--- src/rtl/umi_packet_merge_multi.sv ---
// umi_packet_merge_multi
//   Coalesces back-to-back contiguous narrow UMI packets (<= IDW bits) into a
//   single wide packet of up to ODW bits (ODW = K*IDW, K >= 2).
//
//   State machine:
//     EMPTY - nothing held. Any valid input is loaded.
//     ACCUM - partial packet held. Matching inputs are absorbed.
//     FULL  - merged packet is presented on the output. An input can be
//             loaded in the same cycle the output drains.
//
//   Optional feature (macro UMI_MERGE_TIMEOUT_EN): an idle counter pushes
//   ACCUM to FULL after TIMEOUT consecutive cycles without an absorb.
//
//   Command layout used for matching:
//     [4:0] opcode  [7:5] size  [15:8] len  [19:16] qos  [21:20] prot
//     [22] eom      [23] eof    [24] ex     [26:25] user/err  [31:27] hostid
//   Any bits above 31 (CW > 32) are treated like hostid and must also match.
//
//   Ports:
//     clk, reset (async, active-high), flush (level; forces ACCUM -> FULL)
//     umi_in_*   narrow input channel  (valid/ready, cmd, dstaddr, srcaddr, data)
//     umi_out_*  wide output channel   (valid/ready, cmd, dstaddr, srcaddr, data)
//     busy       accumulator non-empty (state != EMPTY)
module umi_packet_merge_multi #(
  parameter int CW      = 32,
  parameter int AW      = 64,
  parameter int IDW     = 64,
  parameter int ODW     = 256,
  parameter int TIMEOUT = 16
) (
  input  logic           clk,
  input  logic           reset,
  input  logic           flush,
  input  logic           umi_in_valid,
  input  logic [CW-1:0]  umi_in_cmd,
  input  logic [AW-1:0]  umi_in_dstaddr,
  input  logic [AW-1:0]  umi_in_srcaddr,
  input  logic [IDW-1:0] umi_in_data,
  output logic           umi_in_ready,
  output logic           umi_out_valid,
  output logic [CW-1:0]  umi_out_cmd,
  output logic [AW-1:0]  umi_out_dstaddr,
  output logic [AW-1:0]  umi_out_srcaddr,
  output logic [ODW-1:0] umi_out_data,
  input  logic           umi_out_ready,
  output logic           busy
);

  localparam int OB   = ODW / 8;
  localparam int IB   = IDW / 8;
  localparam int CNTW = $clog2(OB) + 1;
  // Wide enough for the largest encodable packet: (1<<7)*256 bytes.
  localparam int BW   = 17;

  localparam logic [1:0] ST_EMPTY = 2'd0;
  localparam logic [1:0] ST_ACCUM = 2'd1;
  localparam logic [1:0] ST_FULL  = 2'd2;

  if ((ODW % IDW) != 0 || (ODW / IDW) < 2 || IDW < 8 || TIMEOUT < 1 || CW < 32)
  begin : g_bad_cfg
    $error("umi_packet_merge_multi: illegal parameter combination");
  end

  logic [1:0]      state_q, state_d;
  logic [CW-1:0]   cmd_q, cmd_d;
  logic [AW-1:0]   dst_q, dst_d;
  logic [AW-1:0]   src_q, src_d;
  logic [ODW-1:0]  data_q, data_d;
  logic [CNTW-1:0] cnt_q, cnt_d;

  // ---------------------------------------------------------------------------
  // Input decode
  // ---------------------------------------------------------------------------
  logic [4:0]    in_op;
  logic [2:0]    in_size;
  logic [7:0]    in_len;
  logic          in_eom;
  logic          in_ex;
  logic [BW-1:0] in_bytes;
  logic [BW-1:0] sum_bytes;
  logic          in_mergeable;

  assign in_op     = umi_in_cmd[4:0];
  assign in_size   = umi_in_cmd[7:5];
  assign in_len    = umi_in_cmd[15:8];
  assign in_eom    = umi_in_cmd[22];
  assign in_ex     = umi_in_cmd[24];
  assign in_bytes  = ({{(BW-8){1'b0}}, in_len} + BW'(1)) << in_size;
  assign sum_bytes = BW'(cnt_q) + in_bytes;

  // read, write, write_posted, rdma, read_resp, write_resp; no exclusives
  assign in_mergeable = ~in_ex &
                        ((in_op == 5'h01) | (in_op == 5'h03) | (in_op == 5'h05) |
                         (in_op == 5'h07) | (in_op == 5'h02) | (in_op == 5'h04));

  // ---------------------------------------------------------------------------
  // Merge match against the accumulator. Everything but len and eom must be
  // identical; addresses must continue exactly where the accumulator ends.
  // ---------------------------------------------------------------------------
  logic fields_eq, addr_eq, fits, len_ok, match;

  assign fields_eq = (umi_in_cmd[CW-1:23] == cmd_q[CW-1:23]) &
                     (umi_in_cmd[21:16]   == cmd_q[21:16]) &
                     (umi_in_cmd[7:0]     == cmd_q[7:0]);
  assign addr_eq   = (umi_in_dstaddr == dst_q + AW'(cnt_q)) &
                     (umi_in_srcaddr == src_q + AW'(cnt_q));
  assign fits      = sum_bytes <= BW'(OB);
  // merged len field is 8 bits, so at most 256 beats of the common size
  assign len_ok    = (sum_bytes >> in_size) <= BW'(256);
  assign match     = fields_eq & addr_eq & ~cmd_q[22] & fits & len_ok;

  // ---------------------------------------------------------------------------
  // Input data: drop bytes beyond B so unused output bytes stay zero, then
  // widen and shift to the current byte offset.
  // ---------------------------------------------------------------------------
  logic [IDW-1:0] in_data_m;
  logic [ODW-1:0] in_wide, in_shift;

  always_comb begin
    in_data_m = '0;
    for (int i = 0; i < IB; i++) begin
      if (BW'(i) < in_bytes) in_data_m[i*8 +: 8] = umi_in_data[i*8 +: 8];
    end
  end

  assign in_wide  = {{(ODW-IDW){1'b0}}, in_data_m};
  assign in_shift = in_wide << {cnt_q, 3'b000};

  // ---------------------------------------------------------------------------
  // Idle timeout
  // ---------------------------------------------------------------------------
  logic absorb;
  logic timeout_hit;

`ifdef UMI_MERGE_TIMEOUT_EN
  localparam int TW = $clog2(TIMEOUT + 1);
  logic [TW-1:0] idle_q, idle_d;

  assign timeout_hit = (idle_q == TW'(TIMEOUT));

  always_comb begin
    idle_d = '0;
    if (state_q == ST_ACCUM && !absorb)
      idle_d = timeout_hit ? idle_q : idle_q + TW'(1);
  end

  always_ff @(posedge clk or posedge reset) begin
    if (reset) idle_q <= '0;
    else       idle_q <= idle_d;
  end
`else
  assign timeout_hit = 1'b0;
`endif

  // ---------------------------------------------------------------------------
  // Next-state logic
  // ---------------------------------------------------------------------------
  logic in_ready_c;
  logic load;

  always_comb begin
    state_d    = state_q;
    cmd_d      = cmd_q;
    dst_d      = dst_q;
    src_d      = src_q;
    data_d     = data_q;
    cnt_d      = cnt_q;
    in_ready_c = 1'b0;
    load       = 1'b0;
    absorb     = 1'b0;

    case (state_q)
      ST_EMPTY: begin
        in_ready_c = 1'b1;
        load       = umi_in_valid;
      end
      ST_ACCUM: begin
        in_ready_c = umi_in_valid & match & ~flush;
        absorb     = in_ready_c;
        // a non-matching input stalls until the current packet has drained
        if (!absorb && (umi_in_valid || flush || timeout_hit)) state_d = ST_FULL;
      end
      ST_FULL: begin
        in_ready_c = umi_out_ready;
        if (umi_out_ready) begin
          if (umi_in_valid) begin
            load = 1'b1;
          end else begin
            state_d = ST_EMPTY;
            cmd_d   = '0;
            dst_d   = '0;
            src_d   = '0;
            data_d  = '0;
            cnt_d   = '0;
          end
        end
      end
      default: state_d = ST_EMPTY;
    endcase

    if (load) begin
      cmd_d   = umi_in_cmd;
      dst_d   = umi_in_dstaddr;
      src_d   = umi_in_srcaddr;
      data_d  = in_wide;
      cnt_d   = CNTW'(in_bytes);
      state_d = (in_eom || !in_mergeable || in_bytes == BW'(OB)) ? ST_FULL : ST_ACCUM;
    end

    if (absorb) begin
      data_d        = data_q | in_shift;
      cnt_d         = CNTW'(sum_bytes);
      cmd_d[15:8]   = 8'((sum_bytes >> in_size) - BW'(1));
      cmd_d[22]     = in_eom;
      state_d       = (in_eom || sum_bytes == BW'(OB)) ? ST_FULL : ST_ACCUM;
    end
  end

  always_ff @(posedge clk or posedge reset) begin
    if (reset) begin
      state_q <= ST_EMPTY;
      cmd_q   <= '0;
      dst_q   <= '0;
      src_q   <= '0;
      data_q  <= '0;
      cnt_q   <= '0;
    end else begin
      state_q <= state_d;
      cmd_q   <= cmd_d;
      dst_q   <= dst_d;
      src_q   <= src_d;
      data_q  <= data_d;
      cnt_q   <= cnt_d;
    end
  end

  // ---------------------------------------------------------------------------
  // Outputs come straight from state registers.
  // ---------------------------------------------------------------------------
  assign umi_in_ready    = in_ready_c & ~reset;
  assign umi_out_valid   = (state_q == ST_FULL);
  assign umi_out_cmd     = cmd_q;
  assign umi_out_dstaddr = dst_q;
  assign umi_out_srcaddr = src_q;
  assign umi_out_data    = data_q;
  assign busy            = (state_q != ST_EMPTY);

endmodule

--- config.mk ---
export PLATFORM = sky130hd
export DESIGN_NAME = umi_packet_merge_multi
export DESIGN_NICKNAME = d
export VERILOG_FILES = /design/src/rtl/umi_packet_merge_multi.sv
export SDC_FILE = /design/constraint.sdc
export NUM_CORES = 2
export LEC_CHECK = 0
export ABC_AREA = 0
export CORE_MARGIN = 4
export CORE_UTILIZATION = 35
export DETAILED_ROUTE_END_ITERATION = 7
export SYNTH_ARGS = -nofsm -noshare
export SYNTH_HDL_FRONTEND = slang
export SYNTH_SLANG_ARGS = --single-unit
--- constraint.sdc ---
create_clock -name clk -period 18.5 [get_ports clk]
set_input_delay 4.625 -clock clk [delete_from_list [all_inputs] [get_ports clk]]
set_output_delay 4.625 -clock clk [all_outputs]
set_load 0.01 [all_outputs]
==> flow_summary.json <==
{
  "rsz0062_at_grt": "no",
  "min_to": "umi_out_data[68]$_DFFE_PP0P_",
  "outcome": "complete, but fails checks",
  "dp_hpwl_um": 123900,
  "vias": 32530,
  "finalSetupViolations": 0,
  "power_mw": 3.323,
  "clkSinkCount": 424,
  "drive_above_1_share_pct": 6.925,
  "synthArstFlopShare_pct": 100.0,
  "yosysMostFrequentCell": "nand2_1",
  "cts_tree": "built",
  "clock_latency_ns": 0.64,
  "postLayoutCellArea_sq_um": 38510,
  "end_kind": "primary output",
  "multi_input_area_sq_um": 17440,
  "dieArea_sq_um": 88240,
  "drcViolationCount": 16,
  "period_share_pct": 88.53,
  "cts_buffers": 53,
  "worstReg2RegEnd": "umi_out_data[63]$_DFFE_PP0P_",
  "drt_iter0_drc": 3851,
  "grt_max_degree": 133,
  "clockRootBuffer": "clkbuf_16",
  "slew_headroom_pct": 2.035,
  "hold_violations": 0,
  "die_h_um": 297.0,
  "required_ns": 13.88,
  "htreeDepth": 2,
  "area_delta_synth_final_pct": 31.68,
  "syn_inst": 3504,
  "synth_area_leaders": "dfrtp_1, nand2_1, xnor2_1",
  "worst-path-max-fanout": 22,
  "regArea_sq_um": 10620,
  "r2r_cells": 16,
  "fillCellCount": 8092,
  "layout.nets": 4274,
  "synth_edf_count": 0,
  "crit_arrival_ns": 11.75,
  "antenna_found_initial": 11,
  "synth_top_area_cell": "dfrtp_1",
  "start_util_pct": 35.44,
  "post-cts-setup-buffers": 0,
  "routed_wl_um": 162700,
  "r2r_start": "cnt_q[0]$_DFFE_PP0P_",
  "synth_nets": 3756,
  "yosys-top-cells-count": "nand2_1, dfrtp_1, nand3_1",
  "grt_pass1_wl_um": 232500,
  "ir_drop_v": 0.00007140,
  "wire_per_inst_um": 31.70,
  "ys_seq_area_share_pct": 36.28,
  "place_area_sq_um": 36690,
  "hold_path.class": "reg2reg",
  "crit_type": "in2out",
  "fin_skew_ns": 0.04797,
  "gp_congestion": 1.044,
  "avgViaCountPerCell": 6.337,
  "synth.avg_cell_area_sq_um": 8.345,
  "p_leak_nw": 15.39,
  "ys_types": 101,
  "ant_nets": 0,
  "synth_top_area_share_pct": 36.28,
  "maxSlewViolCount": 0,
  "hp-start": "umi_out_data[68]$_DFFE_PP0P_",
  "ff2ff_setup_slack_ns": 11.11,
  "tns_ns": 0,
  "hold_buffers": 0,
  "cts.clk_slew.worst_paths_ns": 0.06,
  "grtUsageTotal_pct": 35.08,
  "io_buffer_count": 647,
  "rows": 105,
  "ys_seq_elements": 424,
  "yosysWarningCount": 0,
  "max_freq_ghz": 0.06106,
  "syn_area_sq_um": 29240,
  "synthFlopType": "dfrtp_1",
  "io_pins": 648,
  "holdPathStages": 2,
  "ctsResizeCount": 0,
  "fp.dieW_um": 297.0,
  "fp.coreArea_sq_um": 82500,
  "p_per_area_nw_per_um2": 86.30,
  "clockBufferDepth": 3,
  "cap_violations": 0,
  "start_kind": "input port",
  "violations": "DRC",
  "gr-total-overflow": 0,
  "grt_pass1_vias": 30990,
  "first_pass_iters": 8,
  "final_util_pct": 46.67,
  "finalCriticalPeriod_ns": 16.38,
  "worstMarginPinSlew_ns": 1.469
}
## critical path, cell delays in order
cell,delay [ns]
clkdlybuf4s50_1,0.73
ha_1,0.40
and3_1,0.26
xor2_1,0.16
mux2i_1,0.16
o21ai_0,0.44
nor2_1,0.09
a21oi_1,0.25
ha_1,0.31
o21ai_0,0.16
nor2_1,0.19
nand2_1,0.07
o211ai_1,0.36
o311ai_1,0.16
or4_1,0.55
nor3b_1,0.32
o21ai_1,0.11
or4b_1,0.60
or2_1,0.61
a211oi_1,0.38
clkdlybuf4s50_1,0.78
## sequential cells by signal, summed over array words and instances (netlist names)
register         cells
cnt_q                6
state_q              2
umi_out_cmd         32
umi_out_data       256
umi_out_dstaddr     64
umi_out_srcaddr     64
## report_power, final
part	internal [mW]	switching [mW]
Clock	0.651	0.447
Combinational	0.415	0.701
Sequential	0.995	0.113
## logic make-up (layout without fill, tap and decap cells)
kind of cell    Yosys count  after routing  share of synthesized area (%)
fa+ha+maj                24             24                          1.095
mux                      51             51                          2.366
xor+xnor                246            246                          7.368
flops                   424            424                          36.28
buf+inv                 321            875                          4.373
other cells               0              5                              0
compound gates         1003           1003                          24.98
simple gates           1435           1435                          23.54
## stage by stage
step / setup slack (ns) / instances / hold WS (ns)
floorplan: 2.070 / 3504 / 0.5162
global placement: 2.302 / 5037 / 0.4604
detailed placement: 2.279 / 5037 / 0.4685
CTS: 2.247 / 5128 / 0.4825
global route: 1.715 / 5131 / 0.5021
finish: 2.122 / 5133 / 0.4782
## layer usage
metal | GRT usage [%] | vias up | share of wire [%]
li1 | - | 14120 | -
met1 | 45.44 | 16110 | 40
met2 | 56.23 | 1897 | 46
met3 | 9.291 | 398 | 10
met4 | 13.32 | 8 | 4.7
met5 | 0 | - | 0.030
## worst max-delay path by stage
stage                     depth (start not counted)     startpoint  slack (ns)                    to
final                                            21  umi_in_cmd[8]        2.12          umi_in_ready
after global routing                             21  umi_in_cmd[8]        1.72          umi_in_ready
after CTS                                        21  umi_in_cmd[8]        2.25          umi_in_ready
after detailed placement                         21  umi_in_cmd[8]        2.28          umi_in_ready
after global placement                           21  umi_in_cmd[8]        2.30          umi_in_ready
after floorplan                                   1          reset        2.07  cnt_q[0]$_DFFE_PP0P_
## cell usage in the layout, fill, tap and decap left out, types with 19 or more instances in the layout
master	count
clkdlybuf4s50_1	646
nand2_1	602
dfrtp_1	420
nand3_1	240
o21ai_0	215
nor2_1	171
xnor2_1	151
a21oi_1	123
xor2_1	95
a22oi_1	93
nand4_1	86
buf_4	80
nor3_1	63
a22o_1	60
o31ai_1	54
clkbuf_16	53
inv_1	51
nor4_1	48
and3_1	38
o22ai_1	36
a211oi_1	34
a31oi_1	34
o41ai_2	30
o21ai_1	27
a21o_1	25
mux2i_1	23
and2_1	23
a211o_1	23
or4_1	23
a222oi_1	23
o2111ai_1	21
ha_1	20
o211ai_1	19
a221oi_1	19
## area by class of cell
type / count / share of cell area [%]
Antenna cell: 5 / 0.03249
Clock buffer: 72 / 3.916
Clock inverter: 19 / 0.7669
Inverter: 57 / 0.5751
Multi-Input combinational cell: 2759 / 45.29
Sequential cell: 424 / 27.57
Tap cell: 1070 / 3.477
Timing Repair Buffer: 727 / 18.37
Note: power is estimated with default switching activity, not from simulation.
